==> config.mk <==
export PLATFORM = sky130hd
export DESIGN_NAME = regfile_wb_queue
export DESIGN_NICKNAME = d
export VERILOG_FILES = /design/src/rtl/regfile_wb_queue.sv
export SDC_FILE = /design/constraint.sdc
export NUM_CORES = 1
export LEC_CHECK = 0
export BUFFER_PORTS_ARGS = -buffer_cell sky130_fd_sc_hd__buf_2
export CORE_MARGIN = 2
export CORE_UTILIZATION = 46
export DETAILED_ROUTE_END_ITERATION = 10
export GPL_ROUTABILITY_DRIVEN = 0
export MAX_ROUTING_LAYER = met4
export PLACE_DENSITY = 0.67
export SYNTH_ARGS = -nofsm -noshare
export SYNTH_HDL_FRONTEND = slang
export SYNTH_SLANG_ARGS = --single-unit
==> constraint.sdc <==
create_clock -name clk -period 5.5 [get_ports clk]
set_clock_uncertainty 0.1 [all_clocks]
set_input_delay 0.275 -clock clk [delete_from_list [all_inputs] [get_ports clk]]
set_output_delay 0.275 -clock clk [all_outputs]
set_load 0.05 [all_outputs]
==> src/rtl/regfile_wb_queue.sv <==
// regfile_wb_queue: in-order write-back FIFO feeding the register file write port, with bypassed read operands.
module regfile_wb_queue #(
  parameter int DATA_WIDTH = 32,
  parameter int DEPTH      = 4
) (
  input  logic                    clk,
  input  logic                    rst,
  input  logic                    in_valid,
  output logic                    in_ready,
  input  logic [4:0]              in_rd,
  input  logic [DATA_WIDTH-1:0]   in_data,
  input  logic                    hold,
  output logic                    we,
  output logic [4:0]              rd,
  output logic [DATA_WIDTH-1:0]   data,
  input  logic [4:0]              rs,
  input  logic [4:0]              rt,
  input  logic [DATA_WIDTH-1:0]   a_rf,
  input  logic [DATA_WIDTH-1:0]   b_rf,
  output logic [DATA_WIDTH-1:0]   a,
  output logic [DATA_WIDTH-1:0]   b,
  output logic [$clog2(DEPTH):0]  count,
  output logic                    full,
  output logic                    empty
);
  localparam int PW = $clog2(DEPTH);
  localparam int CW = PW + 1;
  logic [4:0]            ent_rd_q   [DEPTH];
  logic [DATA_WIDTH-1:0] ent_data_q [DEPTH];
  logic [PW-1:0]         wr_ptr_q, rd_ptr_q;
  logic [CW-1:0]         count_q, count_d;
  logic                  we_q;
  logic [4:0]            rd_q;
  logic [DATA_WIDTH-1:0] data_q;
  logic                  push, pop;
  assign empty    = count_q == '0;
  assign full     = count_q == CW'(DEPTH);
  assign in_ready = !full;
  assign count    = count_q;
  assign we       = we_q;
  assign rd       = rd_q;
  assign data     = data_q;
  // writes to r0 are accepted by the handshake but never queued
  assign push     = in_valid && in_ready && (in_rd != 5'd0);
  assign pop      = !empty && !hold;
  assign count_d  = count_q + CW'(push) - CW'(pop);
  always_ff @(posedge clk or negedge rst) begin
    if (!rst) begin
      wr_ptr_q <= '0;
      rd_ptr_q <= '0;
      count_q  <= '0;
      we_q     <= 1'b0;
      rd_q     <= '0;
      data_q   <= '0;
    end else begin
      count_q <= count_d;
      we_q    <= pop;
      if (push) wr_ptr_q <= wr_ptr_q + PW'(1);
      if (pop) begin
        rd_ptr_q <= rd_ptr_q + PW'(1);
        rd_q     <= ent_rd_q[rd_ptr_q];
        data_q   <= ent_data_q[rd_ptr_q];
      end
    end
  end
  always_ff @(posedge clk) begin
    if (push) begin
      ent_rd_q[wr_ptr_q]   <= in_rd;
      ent_data_q[wr_ptr_q] <= in_data;
    end
  end
  // scan oldest to youngest so the youngest matching queued entry wins over the output stage
  always_comb begin
    a = (we_q && rd_q == rs) ? data_q : a_rf;
    b = (we_q && rd_q == rt) ? data_q : b_rf;
    for (int i = 0; i < DEPTH; i++) begin
      if (CW'(i) < count_q) begin
        if (ent_rd_q[rd_ptr_q + PW'(i)] == rs) a = ent_data_q[rd_ptr_q + PW'(i)];
        if (ent_rd_q[rd_ptr_q + PW'(i)] == rt) b = ent_data_q[rd_ptr_q + PW'(i)];
      end
    end
    if (rs == 5'd0) a = '0;
    if (rt == 5'd0) b = '0;
  end
endmodule

; ---- Word level (Yosys, flattened, before mapping)
; Memories as Yosys holds them, arrays and structs flattened.
; Index checks and enable logic that the tools add are counted.
; Widths: inputs -> output; s select.
[totals]
regBits = 45
mem_bits_rw = 148
input_bits = 115
output_inout_bits = 108
elab_cells = 63
mem_count = 2
[mem_list]
columns = name, words, word_bits, read_ports, rd_ports_with_merged_regs, write_ports, line_no
row1 = ent_data_q, 4, 32, 4, 0, 1, 29  ; logic [DATA_WIDTH-1:0] ent_data_q [DEPTH];
row2 = ent_rd_q, 4, 5, 4, 0, 1, 28  ; logic [4:0] ent_rd_q [DEPTH];
[classes]
addsub = 6
order_cmp = 4
n_eq_ne = 11
muxes = 22
reduce_logical = 12
[op_table]
columns = operator, count
row1 = $mux 32, 20
row2 = $eq 5x5->1, 10
row3 = $logic_not 5->1, 2
row4 = $lt 1x3->1 const A, 2
row5 = $lt 2x3->1 const A, 2
row6 = $logic_and 1x1->1, 5
row7 = $reduce_bool 5->1, 1
row8 = $add 2x1->2 const B, 2
row9 = $add 2x2->2 const B, 2
row10 = $add 3x1->3, 1
row11 = $eq 3x3->1 const B, 1
row12 = $logic_not 1->1, 3
row13 = $logic_not 3->1, 1
row14 = $sub 3x1->3, 1
row15 = $mux 1, 2

; ---- Logic depth before layout (Yosys ltp)
[depth]
depth_word = 12
mapped_depth = 12
depth_no_buf = 10

; ---- Worst setup path before layout
; Ideal clock, no wire load.
[synth_timing]
kind = register to output
from = register count_q[2] (netlist: count[2])
to = output port a[26]
arrival_ns = 3.445
t_required_ns = 5.125
slack_ns = 1.680
path_stages_with_launch = 11
path_buffers = 1
path_cell_list = dfrtp_1 -> inv_1 -> ha_1 -> nor2b_1 -> a211o_1 -> nor4_1 -> o21ai_1 -> clkbuf_1 -> nor2_1 -> nor2_1 -> a211oi_1
[synth_via]
elab_chain_len = 9
elab_cells_between_ends = 12
cone_classes = 4 x order compare / 8 x mux
[synth_lines]
columns = element, line_no
row1 = "start, declared", 31  ; logic [CW-1:0] count_q, count_d;
row2 = "start signal, assigned", 56  ; count_q <= count_d;
row3 = $lt 1x3->1, 77  ; if (CW'(i) < count_q) begin
row4 = $mux 32, 77
row5 = $mux 32, 78  ; if (ent_rd_q[rd_ptr_q + PW'(i)] == rs) a = ent_data_q[rd_ptr_q + PW'(i)];
row6 = $mux 32, 77
row7 = $mux 32, 78
row8 = $mux 32, 77
row9 = $mux 32, 78
row10 = $mux 32 *, 77
row11 = $mux 32 *, 82  ; if (rs == 5'd0) a = '0;
row12 = "end, declared", 20  ; output logic [DATA_WIDTH-1:0] a,
; Every way passes the cells marked *; elsewhere a longest branch is shown, timed or not.

; ---- Final worst setup path
[layout_timing]
from = register rd_ptr_q[0]
to = output port a[1]
[layout_via]
elab_chain_len = 11
elab_cells_between_ends = 18
cone_classes = 3 x add/sub / 4 x eq/ne / 9 x mux / 2 x memory
[layout_lines]
columns = element, line_no
row1 = "start, declared", 30  ; logic [PW-1:0] wr_ptr_q, rd_ptr_q;
row2 = "start signal, assigned", 60  ; rd_ptr_q <= rd_ptr_q + PW'(1);
row3 = "parallel branches: the longest is 9 deep, another holds $mem_v2 4x5", -
row4 = $mux 32 *, 77
row5 = $mux 32 *, 82
; Mark *: on every way between the ends.

==> impl_metrics.xml <==
<?xml version="1.0" encoding="UTF-8"?>
<metrics>
  <group name="run_status">
    <metric name="status" unit="">finished clean</metric>
  </group>
  <group name="global_routing">
    <metric name="globalRoute.busiestLayer" unit="">met2</metric>
    <metric name="antenna_found_initial" unit="">2</metric>
    <metric name="global_route.overflow_total" unit="">0</metric>
    <metric name="global_route_wire_length_before_repair" unit="um">67500</metric>
    <metric name="grt.met1_usage" unit="">0.374</metric>
    <metric name="grt_usage" unit="">0.292</metric>
    <metric name="gr-usage-met3" unit="">0.0558</metric>
    <metric name="grt_pass1_vias" unit="">11706</metric>
    <metric name="gr-usage-met2" unit="">0.457</metric>
    <metric name="grt_max_degree" unit="">98</metric>
  </group>
  <group name="layout">
    <metric name="stdcell_count" unit="">1980</metric>
    <metric name="nFillCells" unit="">2629</metric>
    <metric name="ff_latch_area" unit="um2">5580</metric>
    <metric name="areaGrowthSynthToFinish" unit="%">16.2</metric>
    <metric name="multiInputGateArea" unit="um2">7680</metric>
    <metric name="layout-drive-gt1-share" unit="">0.265</metric>
    <metric name="finish.net_count" unit="">1699</metric>
    <metric name="utilization" unit="">0.542</metric>
  </group>
  <group name="floorplan">
    <metric name="die_height" unit="um">177</metric>
    <metric name="io_pins" unit="">223</metric>
    <metric name="core.rowCount" unit="">63</metric>
    <metric name="die_area" unit="um2">31400</metric>
    <metric name="floorplan.initialDensity" unit="">0.467</metric>
    <metric name="chipWidth" unit="um">177</metric>
    <metric name="fp.coreArea" unit="um2">29600</metric>
  </group>
  <group name="drt">
    <metric name="via_count" unit="">12315</metric>
    <metric name="post_dr_wirelength_cell" unit="um">22.7</metric>
    <metric name="drt_total_wl" unit="um">45000</metric>
    <metric name="drt_iter0_drc" unit="">1371</metric>
    <metric name="vias_per_cell" unit="">6.22</metric>
    <metric name="final_antenna_net_count" unit="">0</metric>
    <metric name="post-route-drc-count" unit="">0</metric>
    <metric name="drt_pass1_iterations" unit="">6</metric>
  </group>
  <group name="yosys">
    <metric name="synth.lib_cells_used.distinct" unit="">51</metric>
    <metric name="synth_sequential_area_ratio" unit="">0.404</metric>
    <metric name="syn-instance-count" unit="">1404</metric>
    <metric name="synth_flop_cell" unit="">sky130_fd_sc_hd__edfxtp_1</metric>
    <metric name="syn-mean-instance-area" unit="um2">9.82</metric>
    <metric name="synth_area_leader_cell" unit="">sky130_fd_sc_hd__edfxtp_1</metric>
    <metric name="syn-num-nets" unit="">1528</metric>
    <metric name="synth-seq-cells" unit="">193</metric>
    <metric name="synth-edff-count" unit="">148</metric>
    <metric name="ys_top_cells_by_area" unit="">sky130_fd_sc_hd__edfxtp_1 (32%), sky130_fd_sc_hd__mux2i_1 (13%), sky130_fd_sc_hd__mux2_2 (8.4%), sky130_fd_sc_hd__dfrtp_1 (8.2%), sky130_fd_sc_hd__a21oi_1 (4.2%)</metric>
    <metric name="post-synth-top-area-fraction" unit="">0.322</metric>
    <metric name="post-synth-top-count-cell" unit="">sky130_fd_sc_hd__mux2i_1</metric>
    <metric name="synthArstFlopShare" unit="">0.233</metric>
    <metric name="post_synth_instance_area" unit="um2">13800</metric>
    <metric name="netlist_top_cells_count" unit="">sky130_fd_sc_hd__mux2i_1 (174), sky130_fd_sc_hd__edfxtp_1 (148), sky130_fd_sc_hd__nand2_1 (131)</metric>
    <metric name="ys.warnings.count" unit="">0</metric>
  </group>
  <group name="placed_design">
    <metric name="placed_instances" unit="">1912</metric>
    <metric name="pre_cts_ws" unit="ps">911</metric>
    <metric name="post-dp-hpwl" unit="um">29200</metric>
    <metric name="io_buffers" unit="">222</metric>
  </group>
  <group name="sta">
    <metric name="relative_max_transition_margin" unit="">0.193</metric>
    <metric name="layout_setup_ws" unit="ps">416</metric>
    <metric name="final_hold_violation_count" unit="">0</metric>
    <metric name="finalCriticalPeriod" unit="ps">5080</metric>
    <metric name="post-route-period-util" unit="">0.924</metric>
    <metric name="worst_pin_slew" unit="ps">1210</metric>
    <metric name="post_route_setup_tns" unit="ps">0</metric>
    <metric name="unrepaired_setup_endpoints_after_global_routing" unit="">no</metric>
    <metric name="max_freq" unit="MHz">197</metric>
    <metric name="setup_viol" unit="">0</metric>
    <metric name="report.final.slew_viol_count" unit="">0</metric>
  </group>
  <group name="clock_tree">
    <metric name="tritoncts" unit="">yes</metric>
    <metric name="clk_pin_slew" unit="ps">80</metric>
    <metric name="clock_net_sink_count" unit="">193</metric>
    <metric name="cts_inserted_buffers" unit="">17</metric>
    <metric name="max-clock-path-buffers" unit="">2</metric>
    <metric name="post_cts_resize_count" unit="">0</metric>
    <metric name="root_buffer" unit="">sky130_fd_sc_hd__clkbuf_16</metric>
    <metric name="cts-htree-levels" unit="">4</metric>
    <metric name="clkLatencyLatePin" unit="ps">430</metric>
  </group>
  <group name="power">
    <metric name="netSwitchingPower" unit="mW">5.40</metric>
    <metric name="leakage_power_summed_over_all_cells" unit="nW">6.47</metric>
    <metric name="combinationalPowerShare" unit="">0.630</metric>
    <metric name="power.density" unit="nW/um2">624</metric>
    <metric name="power.share.switching" unit="">0.540</metric>
    <metric name="peakVddDrop" unit="V">0.000397</metric>
    <metric name="clock_power_share" unit="">0.129</metric>
    <metric name="total_power" unit="mW">9.99</metric>
    <metric name="intPower" unit="mW">4.59</metric>
    <metric name="seq_power_share" unit="">0.242</metric>
  </group>
  <group name="min_path">
    <metric name="min_path_type" unit="">in2reg</metric>
  </group>
  <group name="worst_setup_path">
    <metric name="crit_path_start_kind" unit="">register</metric>
    <metric name="critPathMaxFanout" unit="">78</metric>
    <metric name="timing_worst_setup_path_type" unit="">reg2out</metric>
    <metric name="worst_ep_arrival_time" unit="ps">4710</metric>
    <metric name="endpoint_type_of_the_worst_setup_path" unit="">output port</metric>
    <metric name="timing.critical_path.required" unit="ps">5120</metric>
  </group>
  <group name="run">
    <metric name="drv_cap" unit="">0</metric>
  </group>
</metrics>
==> layout by cell type (no fill, tap or decap), drive strengths merged, types with 3 or more instances in the layout <==
| cell type | Yosys | routed |
|---|---|---|
| edfxtp | 148 | 148 |
| dlygate4sd3 | 0 | 34 |
| clkbuf | 72 | 18 |
| a211oi | 34 | 34 |
| nand3 | 40 | 40 |
| ha | 8 | 8 |
| nor3 | 17 | 17 |
| a221oi | 9 | 9 |
| inv | 12 | 20 |
| dfrtp | 45 | 45 |
| buf | 55 | 245 |
| o211ai | 46 | 46 |
| mux2i | 175 | 175 |
| o22ai | 6 | 6 |
| nor2 | 118 | 118 |
| o21a | 6 | 6 |
| a21o | 12 | 12 |
| o21ai | 108 | 108 |
| clkinv | 1 | 4 |
| xnor2 | 27 | 27 |
| nor4 | 9 | 9 |
| o221ai | 21 | 21 |
| nand2 | 132 | 132 |
| xor2 | 30 | 30 |
| mux2 | 103 | 103 |
| mux4 | 15 | 15 |
| nor2b | 7 | 7 |
| and3 | 3 | 3 |
| and2 | 14 | 14 |
| a21oi | 116 | 116 |
==> per-stage QoR <==
stage,instance area [um2],hold WS (ps)
after floorplan,13800,-121
after global routing,16000,15.3
final,16000,22.1
after CTS,16000,9.40
after detailed placement,15100,360
after global placement,15100,373
==> power by group through the flow <==
stage	Sequential, mW	Combinational (mW)	Clock, mW
after floorplan	2.74	4.35	0
after global placement	2.41	6.11	0
after detailed placement	2.44	6.18	0
after CTS	2.41	6.23	1.30
after global routing	2.48	6.66	1.36
final	2.42	6.29	1.28
==> routing by layer <==
layer / share of wire / vias up / wire length [um]
met5: 0 / - / 0
met4: 0.034 / 0 / 1530
met3: 0.099 / 133 / 4440
met2: 0.46 / 741 / 20700
met1: 0.41 / 5871 / 18300
li1: - / 5570 / -
==> cells by family (layout without fill, tap and decap cells) <==
kind of cell	after synthesis	after routing	share of synthesized area
muxes	293	293	0.236
and+or+nand+nor	348	348	0.110
buffers and inverters	140	324	0.0445
other	0	2	0
adders and majority gates	9	9	0.00871
AOI/OAI and AO/OA	364	364	0.161
DFF	193	193	0.404
xor gates and xnor gates	57	57	0.0362
==> sequential cells by signal (all words and copies together) (netlist names) <==
signal and count:
ent_rd_q 20, rd_ptr_q 2, ent_data_q 128, rd 5, count 3, wr_ptr_q 2, data 32, we 1
==> worst max-delay path, cell delays in order, from the launching register on <==
cell and delay (ps):
sky130_fd_sc_hd__dfrtp_4 1030, sky130_fd_sc_hd__mux4_2 630, sky130_fd_sc_hd__a211o_1 310, sky130_fd_sc_hd__nor4_1 500, sky130_fd_sc_hd__o21ai_4 410, sky130_fd_sc_hd__and2_1 560, sky130_fd_sc_hd__a211oi_1 470, sky130_fd_sc_hd__buf_2 340
==> worst paths after layout <==
kind / end / start / slack, ps / cells past startpoint
min in group asynchronous: count[1]$_DFF_PN0_ / rst / 430 / 3
max reg2reg: data[4]$_DFFE_PN0P_ / rd_ptr_q[0]$_DFFE_PN0P_ / 2250 / 4
min reg2reg: data[21]$_DFFE_PN0P_ / data[21]$_DFFE_PN0P_ / 420 / 2
max in group asynchronous: rd_ptr_q[0]$_DFFE_PN0P_ / rst / 4280 / 3
max: a[1] / rd_ptr_q[0]$_DFFE_PN0P_ / 420 / 7
min: ent_rd_q[0][2]$_DFFE_PP_ / in_rd[2] / 20 / 1
==> layout make-up <==
class,count,area share
inverter,13,0.00320
timing repair buffer,279,0.101
sequential,193,0.348
clock inverter,14,0.0105
clock buffer,18,0.0268
tap,390,0.0305
antenna,2,0.000312
multi-input combinational,1071,0.479
==> timing repair <==
action,CTS,global route
hold buffers,34,0
endpoints found under the hold margin,177,0
setup buffers,0,0
Power figures use the tool's default switching activity.
